[src/rtl/irq_ctrl_plic_lite.sv]
// Lightweight platform interrupt controller: level (optionally edge) gateways, priority
// arbitration and claim/complete over an MMIO window. Optional edge mode: IRQ_CTRL_EDGE_TRIG_EN.
module irq_ctrl_plic_lite #(
  parameter int unsigned NUM_SRC = 8,
  parameter int unsigned PRIO_W  = 3
) (
  input  logic               clk,
  input  logic               rst_n,
  input  logic [NUM_SRC-1:0] src_i,
  input  logic               bus_req_i,
  input  logic               bus_we_i,
  input  logic [7:0]         bus_addr_i,
  input  logic [31:0]        bus_wdata_i,
  output logic [31:0]        bus_rdata_o,
  output logic               bus_ready_o,
  output logic               irq_o,
  output logic [4:0]         irq_id_o
);

  localparam logic [5:0] AddrPending = 6'h00;
  localparam logic [5:0] AddrEnable  = 6'h01;
  localparam logic [5:0] AddrThresh  = 6'h02;
  localparam logic [5:0] AddrClaim   = 6'h03;
`ifdef IRQ_CTRL_EDGE_TRIG_EN
  localparam logic [5:0] AddrEdge    = 6'h04;
`endif

  logic [NUM_SRC-1:0] sync1_q, sync2_q;
  logic [NUM_SRC-1:0] pending_q, pending_d;
  logic [NUM_SRC-1:0] in_service_q, in_service_d;
  logic [NUM_SRC-1:0] enable_q;
  logic [NUM_SRC-1:0] gw_set, claim_mask, complete_mask;
  logic [PRIO_W-1:0]  thresh_q;
  logic [PRIO_W-1:0]  prio_q [NUM_SRC];
  logic [4:0]         best_id;
  logic [PRIO_W-1:0]  best_prio;
  logic [31:0]        rdata_d, rdata_q;
  logic               ready_q, irq_q;
  logic [4:0]         irq_id_q;
  logic [5:0]         word;
  logic               wr, rd, claim, complete;
  logic               unused_bits;

  assign word        = bus_addr_i[7:2];
  assign wr          = bus_req_i & bus_we_i;
  assign rd          = bus_req_i & ~bus_we_i;
  assign claim       = rd & (word == AddrClaim);
  assign complete    = wr & (word == AddrClaim);
  assign unused_bits = ^{bus_addr_i[1:0], bus_wdata_i};

`ifdef IRQ_CTRL_EDGE_TRIG_EN
  logic [NUM_SRC-1:0] edge_q, sync3_q;
  // Edge sources ignore in_service, so a completed held-high line never re-pends.
  assign gw_set = ~pending_q & ((~edge_q & sync2_q & ~in_service_q) |
                                (edge_q & sync2_q & ~sync3_q));
`else
  assign gw_set = ~pending_q & sync2_q & ~in_service_q;
`endif

  // Strict '>' while scanning upward keeps the lowest ID on equal priority.
  always_comb begin
    best_id   = '0;
    best_prio = '0;
    for (int k = 0; k < NUM_SRC; k++) begin
      if (pending_q[k] && enable_q[k] && (prio_q[k] > thresh_q) && (prio_q[k] > best_prio)) begin
        best_id   = 5'(k + 1);
        best_prio = prio_q[k];
      end
    end
  end

  always_comb begin
    claim_mask    = '0;
    complete_mask = '0;
    for (int k = 0; k < NUM_SRC; k++) begin
      claim_mask[k]    = claim && (best_id == 5'(k + 1));
      complete_mask[k] = complete && (bus_wdata_i[4:0] == 5'(k + 1)) && in_service_q[k];
    end
  end

  // Claim clears after the gateway OR, so a same-cycle set of the claimed ID loses.
  assign pending_d    = (pending_q | gw_set) & ~claim_mask;
  assign in_service_d = (in_service_q | claim_mask) & ~complete_mask;

  always_comb begin
    rdata_d = '0;
    case (word)
      AddrPending: rdata_d = 32'(pending_q);
      AddrEnable:  rdata_d = 32'(enable_q);
      AddrThresh:  rdata_d = 32'(thresh_q);
      AddrClaim:   rdata_d = 32'(best_id);
`ifdef IRQ_CTRL_EDGE_TRIG_EN
      AddrEdge:    rdata_d = 32'(edge_q);
`endif
      default: begin
        for (int k = 0; k < NUM_SRC; k++) begin
          if (word == 6'(8 + k)) rdata_d = 32'(prio_q[k]);
        end
      end
    endcase
  end

  always_ff @(posedge clk or negedge rst_n) begin
    if (!rst_n) begin
      sync1_q      <= '0;
      sync2_q      <= '0;
      pending_q    <= '0;
      in_service_q <= '0;
      enable_q     <= '0;
      thresh_q     <= '0;
      for (int k = 0; k < NUM_SRC; k++) prio_q[k] <= '0;
`ifdef IRQ_CTRL_EDGE_TRIG_EN
      edge_q       <= '0;
      sync3_q      <= '0;
`endif
      rdata_q      <= '0;
      ready_q      <= 1'b0;
      irq_q        <= 1'b0;
      irq_id_q     <= '0;
    end else begin
      sync1_q      <= src_i;
      sync2_q      <= sync1_q;
      pending_q    <= pending_d;
      in_service_q <= in_service_d;
`ifdef IRQ_CTRL_EDGE_TRIG_EN
      sync3_q      <= sync2_q;
      if (wr && (word == AddrEdge)) edge_q <= bus_wdata_i[NUM_SRC-1:0];
`endif
      if (wr && (word == AddrEnable)) enable_q <= bus_wdata_i[NUM_SRC-1:0];
      if (wr && (word == AddrThresh)) thresh_q <= bus_wdata_i[PRIO_W-1:0];
      for (int k = 0; k < NUM_SRC; k++) begin
        if (wr && (word == 6'(8 + k))) prio_q[k] <= bus_wdata_i[PRIO_W-1:0];
      end
      rdata_q      <= rd ? rdata_d : '0;
      ready_q      <= bus_req_i;
      irq_q        <= (best_id != 5'd0);
      irq_id_q     <= best_id;
    end
  end

  assign bus_rdata_o = rdata_q;
  assign bus_ready_o = ready_q;
  assign irq_o       = irq_q;
  assign irq_id_o    = irq_id_q;

endmodule

[config.mk]
export PLATFORM = sky130hd
export DESIGN_NAME = irq_ctrl_plic_lite
export DESIGN_NICKNAME = d
export VERILOG_FILES = /design/src/rtl/irq_ctrl_plic_lite.sv
export SDC_FILE = /design/constraint.sdc
export NUM_CORES = 1
export LEC_CHECK = 0
export ABC_CLOCK_PERIOD_IN_PS = 13300
export CORE_MARGIN = 5
export CORE_UTILIZATION = 53
export DETAILED_ROUTE_END_ITERATION = 7
export PLACE_DENSITY = 0.91
export SYNTH_ARGS = -nofsm -noshare
export SYNTH_HDL_FRONTEND = slang
export SYNTH_SLANG_ARGS = --single-unit
export TNS_END_PERCENT = 100
[constraint.sdc]
create_clock -name clk -period 13.3 [get_ports clk]
set_clock_uncertainty 0.15 [all_clocks]
set_input_delay 2.66 -clock clk [delete_from_list [all_inputs] [get_ports clk]]
set_output_delay 2.66 -clock clk [all_outputs]
set_load 0.02 [all_outputs]
# After elaboration in Yosys (flattened, before gate mapping)
# Index checks and enable logic that the tools add are counted.
[classes]
add_sub_neg = 0
mul = 0
n_div = 0
n_lt_le_gt_ge = 16
eq_ne = 27
shifts = 0
mux = 25
bitwise_logic = 15
n_reduce_logical = 60
[ops]
columns = ["op", "n"]
rows = [
  ["2-to-1 mux 32 bit", 8],
  ["one-hot mux 32 bit (4 select lines)", 1],
  ["logical AND 1 bit", 58],
  ["== test 6 x 4 -> 1 bit, second input constant", 8],
  ["greater-than comparator 3 bit", 15],
  ["== test 5 x 3 -> 1 bit, second input constant", 8],
  ["bitwise AND 8 bit", 4],
  ["NOT 8 bit", 4],
  ["2-to-1 mux 5 bit", 6],
  ["2-to-1 mux 3 bit", 8],
  ["== test 5 x 2 -> 1 bit, second input constant", 4],
  ["OR 8 bit", 2],
  ["== test 6 x 2 -> 1 bit, second input constant", 2],
  ["== test 5 x 1 -> 1 bit, second input constant", 2],
  ["== test 5 x 4 -> 1 bit, second input constant", 2],
  ["== test 6 x 1 -> 1 bit, second input constant", 1],
  ["logical NOT 6 bit", 1],
  ["nonzero test 5 bit", 1],
  ["bitwise AND 1 bit", 4],
  ["greater-than comparator 3 x 1 -> 1 bit, second input constant", 1],
  ["2-to-1 mux 2 bit", 1],
  ["2-to-1 mux 1 bit", 1],
  ["NOT 1 bit", 1],
]
[word_totals]
regBits = 106
latch_bits = 0
mem_bits_rw = 0
rom_bits = 0
input_bits = 52
output_inout_bits = 39
wordCells = 161
n_memories = 0

# Depth between registers and ports, before layout
# Gate-level depths: netlist of run 1.
[depth]
word_depth = 29
mapped_depth = 53
mapped_depth_nobuf = 53

# Worst setup path before layout of run 1
# OpenSTA, ideal clock, no wires.
[synth_path]
path_kind = "reg-to-reg"
start = "register thresh_q[2]"
end = "register pending_q[3]"
setup_ns = 0.126
t_arrival_ns = 10.084
required_ns = 13.024
setup_slack_ns = 2.940
stages_incl_launch_ff = 50
path_buffers = 1
synth_period_minus_slack_ns = 10.360
cell_sequence = "dfrtp_1 inv_1 ha_1 nand3_1 o2111ai_1 or3b_4 ha_1 nand3_1 and4_1 nand2_1 a31oi_1 ha_1 nand3_1 and4_1 nand2_2 mux2_2 ha_1 nand3_1 (+14 left out) a31oi_2 buf_6 mux2i_1 ha_1 nand3_1 nand4_1 nor3_1 inv_1 mux2_2 ha_1 a21o_1 a21oi_1 nor3_1 nor2_1 nand2_1 nor2_1 nand2_2 o32a_1"
[synth_between]
elab_chain_len = 29
word_cells_on_any_way = 50
classes_between = "15 x order compare; 1 x eq/ne; 15 x mux; 2 x bitwise; 17 x reduce/logical"
[synth_lines]
columns = ["item", "line", "source"]
rows = [
  ["start, declared", "33", "logic [PRIO_W-1:0] thresh_q;"],
  ["start signal, assigned", "130", "if (wr && (word == AddrThresh)) thresh_q <= bus_wdata_i[PRIO_W-1:0];"],
  ["greater-than comparator 3 bit", "65", "if (pending_q[k] && enable_q[k] && (prio_q[k] > thresh_q) && (prio_q[k] > best_prio)) begin"],
  ["logical AND 1 bit (2 in series)", "65", ""],
  ["2-to-1 mux 3 bit", "65", ""],
  ["greater-than comparator 3 bit", "65", ""],
  ["logical AND 1 bit", "65", ""],
  ["2-to-1 mux 3 bit", "65", ""],
  ["greater-than comparator 3 bit", "65", ""],
  ["logical AND 1 bit", "65", ""],
  ["(+14 left out)", "--", ""],
  ["logical AND 1 bit", "65", ""],
  ["2-to-1 mux 5 bit *", "65", ""],
  ["via best_id[3]", "35", "logic [4:0] best_id;"],
  ["== test 5 x 3 -> 1 bit *", "76", "claim_mask[k] = claim && (best_id == 5'(k + 1));"],
  ["logical AND 1 bit *", "76", ""],
  ["NOT 8 bit *", "82", "assign pending_d = (pending_q | gw_set) & ~claim_mask;"],
  ["bitwise AND 8 bit *", "82", ""],
  ["via pending_d[3]", "29", "logic [NUM_SRC-1:0] pending_q, pending_d;"],
  ["end signal, assigned", "123", "pending_q <= pending_d;"],
  ["end, declared", "29", ""],
]
# Mark *: on every way through the listed nets, which the timed path passes. The rest lies on a longest branch.
# A chain may end at the register's enable or synchronous reset.

# Worst setup path in the final report of run 1
# Same ends and word-level chain as after synthesis.

==> results of run 1 <==
==> metal layers <==
metal,GRT usage (%),up-vias,share of wire [%]
met3,6.07,54,9.7
met2,38.1,260,48
met1,28.8,2011,38
li1,-,1819,-
met5,0,-,0
met4,11.9,0,4.2
==> repair_timing <==
item,in CTS,in global routing
endpoints found under the setup margin,0,1
buffers inserted,0,0
gates resized for setup,0,1
==> worst max-delay path: cells and delay by family, from the launching register on <==
kind / cells / cell delay (ns)
AOI/OAI and AO/OA: 12 / 3.40
DFF: 1 / 0.39
muxes: 5 / 1.87
and+or+nand+nor: 20 / 3.35
adders and majority gates: 8 / 2.31
buffers and inverters: 5 / 0.75
==> state kept, by name, indices dropped and copies added (netlist names), 3 cells and up <==
register      cells
enable_q          8
prio_q           24
thresh_q          3
sync1_q           8
bus_rdata_o       8
irq_id_o          4
sync2_q           8
pending_q         8
in_service_q      8
==> placed cells by master, fill, tap and decap left out, drive strengths merged, types with 3 or more instances in the layout <==
cell type / instances
nand3: 21
nor2b: 7
nor3b: 3
a222oi: 3
a22oi: 9
clkbuf: 9
conb: 25
a221oi: 3
or4: 3
nand3b: 11
inv: 29
and2: 4
a21o: 7
dfrtp: 81
mux2i: 3
and4: 3
nand2: 42
buf: 7
nand2b: 6
a211oi: 3
nor3: 14
o31ai: 3
a31oi: 3
o21ai: 26
nand4: 4
o21a: 4
a21oi: 29
mux2: 33
ha: 41
clkdlybuf4s50: 38
nor2: 31
nor4: 4
==> cell families (layout without fill, tap and decap cells) <==
| logic type | Yosys count | in the layout |
|---|---|---|
| adders and majority gates | 41 | 41 |
| and+or+nand+nor | 163 | 163 |
| buffers and inverters | 56 | 85 |
| DFF | 81 | 81 |
| AOI/OAI and AO/OA | 104 | 104 |
| other | 1 | 25 |
| muxes | 38 | 38 |
==> layout make-up <==
class                   instances  area [sq um]  share of cell area [%]
clock buffers                   9           124                    2.23
inverters                      24          90.1                    1.62
repair buffers                 45           433                    7.80
clock inverters                 7          83.8                    1.51
well taps                     111           139                    2.50
multi-input cells             371          2660                    47.8
flip-flops and latches         81          2030                    36.5
==> worst max path at each step <==
stage | to | startpoint
after detailed placement | pending_q[3]$_DFF_PN0_ | thresh_q[2]$_DFFE_PN0P_
after global routing | pending_q[3]$_DFF_PN0_ | thresh_q[2]$_DFFE_PN0P_
final | pending_q[3]$_DFF_PN0_ | thresh_q[2]$_DFFE_PN0P_
after global placement | pending_q[3]$_DFF_PN0_ | thresh_q[2]$_DFFE_PN0P_
after CTS | pending_q[3]$_DFF_PN0_ | thresh_q[2]$_DFFE_PN0P_
after floorplan | pending_q[3]$_DFF_PN0_ | thresh_q[2]$_DFFE_PN0P_
==> power by group through the flow <==
stage          Sequential [mW]  Combinational (mW)  Clock (mW)
3_5_place_dp             0.282               0.172           0
4_1_cts                  0.277               0.173       0.193
5_1_grt                  0.280               0.194       0.203
3_3_place_gp             0.281               0.163           0
6_report                 0.278               0.175       0.191
2_1_floorplan            0.284               0.116           0
==> through the flow <==
step           total power [mW]  instance area [sq um]  setup WS [ns]
2_1_floorplan             0.400                   4990           2.94
3_5_place_dp              0.454                   5340           1.04
4_1_cts                   0.643                   5550          0.964
6_report                  0.644                   5550          0.958
5_1_grt                   0.677                   5550          0.260
3_3_place_gp              0.444                   5340           1.28
==> summary.txt, run 1 <==
status - finished, final reports clean
EDFF count, synth - 0
asr flop ratio synth - 100%
Netlist cell types - 61
Layout area overhead - 13.4%
PortBufs - 39
# DRC - 0
clk buf depth - 2
Yosys reg bits - 81
Synth warnings - 0
Synth Area per Inst - 10.1 sq um
Clk pin slew, worst setup/hold paths - 0.09 ns
CTS tree - built
count leader, synth - dfrtp_1
hold slack - 0.204 ns
minimum clock period - 12.34 ns
Vias - 4,144
die height - 106 um
unrepaired setup endpoints after global routing - false
Synth Area in Compound Gates - 15.2%
fraction of layout cells with a size suffix above 1 - 13.8%
Starting DRT DRC Count - 411
Initial Util - 53.8%
largest family of logic cells by synthesized area - simple AND/OR/NAND/NOR gates
core region area - 9110 sq um
Worst Hold Depth - 0
gp weighted congestion - 0.920
fmax - 81.0 MHz
global-route wire length before repair - 20.6 mm
Post-layout nets - 625
Hold WC Path Type - register to register
Yosys top cell area share - 41.4%
Slew HR - 34.2%
Reg-to-Reg End - pending_q[3]$_DFF_PN0_
Worst setup SP type - register
Pwr Density - 116 nW/um^2
Min-Delay Endpoint - sync2_q[4]$_DFF_PN0_
peak supply drop - 0.0858 mV
Post-Synth Adder-Cell Area - 10.5%
Die Wd - 106 um
final cycle utilization of the critical path - 92.8%
diodes inserted - 0
sw frac - 33.6%
hold bufs inserted after CTS - 0
io pins - 91
crit path DAT - 12.44 ns
mux contribution to synthesized area - 9.20%
TritonCTS Buffers - 9
synth top area cells - dfrtp_1 41%, ha_1 10%, mux2_2 7.4%
Synth Area in Simple Gates - 17.3%
Critical Path End Type - register
Main synth FF type - dfrtp_1
Hold Crit Start - sync1_q[4]$_DFF_PN0_
Non-Filler Instances - 648
post-DP HPWL - 9.45 mm
Crit path largest cell delay - 0.60 ns
Inst Count DP - 632
synth cell count leaders - 81 x dfrtp_1, 41 x ha_1, 40 x nand2_1, 32 x mux2_2, 31 x nor2_1
DIE AREA - 11,300 sq um
reg2reg path depth - 50
CP max FO - 11
leading area contributor after synthesis - dfrtp_1
clock power share - 29.7%
Root Driver - clkbuf_8
sequential power share - 43.1%
logic gate share of total power - 27.2%
Post-DRT Antenna Nets - 0
FP Rows - 35
switching pwr - 0.217 mW
Worst EP required - 13.40 ns
Setup CP Type - register to register
clock sinks - 81
TNS Setup - 0 ns
Wirelength per Cell - 19.5 um
vias in the first global route - 4,147
initial antenna violation count - 0
largest net degree at the start of global routing - 82
CTS H-tree lvls - 3
Pre-antenna DRT Iters - 6
cell count after synthesis - 484
CP most frequent cell - ha_1
r2r startpoint - thresh_q[2]$_DFFE_PN0P_
filler instances - 696
max-cap violation count - 0
WL final - 12.7 mm
leakage - 2.46 nW
Slew Limit Fails - 0
worst slew pin tran - 0.987 ns
CP max stage cell - a31oi_2
Hold Violations, Final - 0
total gr overflow - 0
xor and xnor area share after synthesis - 0%
Avg Vias per Cell - 6.40
register area share after synthesis - 41.4%
internal power - 0.428 mW
Cell Area, Synth - 4900 sq um
Util after Layout - 61.0%
Setup-failing EPs final - 0
total track usage - 23.4%
r2r setup slk - 0.96 ns
Clock Latency Late Sink - 0.37 ns
Power figures use the tool's default switching activity.
==> run 2: changes to the inputs <==
Settings changed: CORE_UTILIZATION 53 to 64, CTS_CLUSTER_SIZE set to 10, DONT_BUFFER_PORTS set to 1, PLACE_DENSITY 0.91 to 0.9.
==> summary.txt, run 2 (synthesis gave the netlist of run 1 again) <==
leakage - 2.32 nW (was 2.46 nW)
worst slew pin tran - 1.04 ns (was 0.987 ns)
filler instances - 564 (was 696)
peak supply drop - 0.105 mV (was 0.0858 mV)
# DRC - 0 (unchanged)
Setup CP Type - register to register (unchanged)
CTS resizes - 0 (unchanged)
Vias - 3,916 (was 4,144)
Slew Limit Fails - 0 (unchanged)
Critical Path End Type - register (unchanged)
Worst Hold Depth - 0 (unchanged)
Die Wd - 97.5 um (was 106 um)
commonest non-fill, non-tap cell in the layout - dfrtp_1 (unchanged)
# Post-CTS Setup Buffers - 0 (unchanged)
CTS H-tree lvls - 3 (unchanged)
Setup-failing EPs final - 0 (unchanged)
die height - 97.5 um (was 106 um)
r2r setup slk - 0.82 ns (was 0.96 ns)
io pins - 91 (unchanged)
Avg Vias per Cell - 6.53 (was 6.40)
r2r startpoint - thresh_q[0]$_DFFE_PN0P_ (was thresh_q[2]$_DFFE_PN0P_)
Hold Crit Start - sync1_q[4]$_DFF_PN0_ (unchanged)
Slew HR - 30.2% (was 34.2%)
cell family contributing the most delay on the critical path - compound AO/OA/AOI/OAI gates (unchanged)
DIE AREA - 9500 sq um (was 11,300 sq um)
Clk pin slew, worst setup/hold paths - 0.09 ns (about the same)
TNS Setup - 0 ns (unchanged)
Initial Util - 64.4% (was 53.8%)
Largest register FFs - 24 (unchanged)
most frequent cells in the layout - 81 x dfrtp_1, 41 x ha_1, 40 x nand2_1, 32 x mux2_2, 31 x nor2_1 (was 81 x dfrtp_1, 41 x ha_1, 40 x nand2_1, 38 x clkdlybuf4s50_1, 32 x mux2_2)
total gr overflow - 0 (unchanged)
vias in the first global route - 3,898 (was 4,147)
Util after Layout - 68.0% (was 61.0%)
Root Driver - clkbuf_8 (unchanged)
TritonCTS Buffers - 9 (unchanged)
final cycle utilization of the critical path - 93.8% (was 92.8%)
unrepaired setup endpoints after global routing - false (unchanged)
max-cap violation count - 0 (unchanged)
core region area - 7610 sq um (was 9110 sq um)
initial antenna violation count - 0 (unchanged)
reg2reg path depth - 50 (unchanged)
Starting DRT DRC Count - 514 (was 411)
FP Rows - 32 (was 35)
Pwr Density - 123 nW/um^2 (was 116 nW/um^2)
largest net degree at the start of global routing - 82 (unchanged)
total track usage - 25.6% (was 23.4%)
WL final - 12.0 mm (was 12.7 mm)
Clock Latency Late Sink - 0.36 ns (was 0.37 ns)
CTS tree - built (unchanged)
CP max FO - 11 (unchanged)
Layout area overhead - 5.57% (was 13.4%)
Post-DRT Antenna Nets - 0 (unchanged)
diodes inserted - 0 (unchanged)
status - finished, final reports clean (unchanged)
minimum clock period - 12.48 ns (was 12.34 ns)
CP max stage cell - a31oi_1 (was a31oi_2)
Reg-to-Reg End - pending_q[3]$_DFF_PN0_ (unchanged)
fraction of layout cells with a size suffix above 1 - 14.5% (was 13.8%)
Hold Violations, Final - 0 (unchanged)
PnR Total Power - 0.637 mW (was 0.644 mW)
crit path DAT - 12.57 ns (was 12.44 ns)
fmax - 80.2 MHz (was 81.0 MHz)
gp weighted congestion - 1.00 (was 0.920)
clk buf depth - 2 (unchanged)
Min-Delay Endpoint - sync2_q[4]$_DFF_PN0_ (unchanged)
PortBufs - 0 (was 39)
Post-layout nets - 586 (was 625)
pre-CTS setup slack - 1.13 ns (was 1.04 ns)
clock sinks - 81 (unchanged)
Worst setup SP type - register (unchanged)
Wirelength per Cell - 20.1 um (was 19.5 um)
Pre-antenna DRT Iters - 8 (was 6)
WP buf/inv - 4 (was 5)
post-DP HPWL - 8.93 mm (was 9.45 mm)
worst setup margin - 0.825 ns (was 0.958 ns)
Largest Register - prio_q (unchanged)
global-route wire length before repair - 19.3 mm (was 20.6 mm)
hold bufs inserted after CTS - 0 (unchanged)
Crit path largest cell delay - 0.88 ns (was 0.60 ns)
Worst EP required - 13.40 ns (about the same)
Hold WC Path Type - register to register (unchanged)
CP most frequent cell - ha_1 (unchanged)
run 2: routing by layer:
metal / part of all wire [%] / global-route usage (%)
met1: 37 / 31.2
met2: 48 / 42.9
met3: 10 / 6.25
met4: 4.2 / 11.4
met5: 0 / 0
run 2: per-stage QoR:
step | instance area, sq um | hold WS (ns) | std cells
global placement | 4940 | 0.185 | 584
detailed placement | 4940 | 0.187 | 584
finish | 5170 | 0.205 | 600
CTS | 5170 | 0.207 | 600
global route | 5170 | 0.220 | 600
floorplan | 4990 | 0.181 | 508
run 2: cell type report:
cell class	instances	area (sq um)	share of cell area, %
clock buffers	9	124	2.40
clock inverters	7	108	2.08
inverters	24	90.1	1.74
multi-input cells	371	2650	51.2
flip-flops and latches	81	2030	39.2
well taps	102	128	2.47
repair buffers	6	45.0	0.871
run 2: worst max path at each step:
stage,startpoint,to,slack (ns),depth (start not counted)
6_report,thresh_q[0]$_DFFE_PN0P_,pending_q[3]$_DFF_PN0_,0.82,50
5_1_grt,thresh_q[0]$_DFFE_PN0P_,pending_q[3]$_DFF_PN0_,0.12,49
4_1_cts,thresh_q[0]$_DFFE_PN0P_,pending_q[3]$_DFF_PN0_,1.05,50
3_5_place_dp,thresh_q[0]$_DFFE_PN0P_,pending_q[3]$_DFF_PN0_,1.13,50
3_3_place_gp,thresh_q[0]$_DFFE_PN0P_,pending_q[3]$_DFF_PN0_,1.39,50
2_1_floorplan,thresh_q[2]$_DFFE_PN0P_,pending_q[3]$_DFF_PN0_,2.94,49
run 2: where the power goes:
part	switching, mW	total [mW]	internal [mW]	leakage (nW)
Clock	0.0999	0.209	0.110	0.114
Combinational	0.0841	0.144	0.0600	1.20
Sequential	0.0205	0.284	0.263	1.00
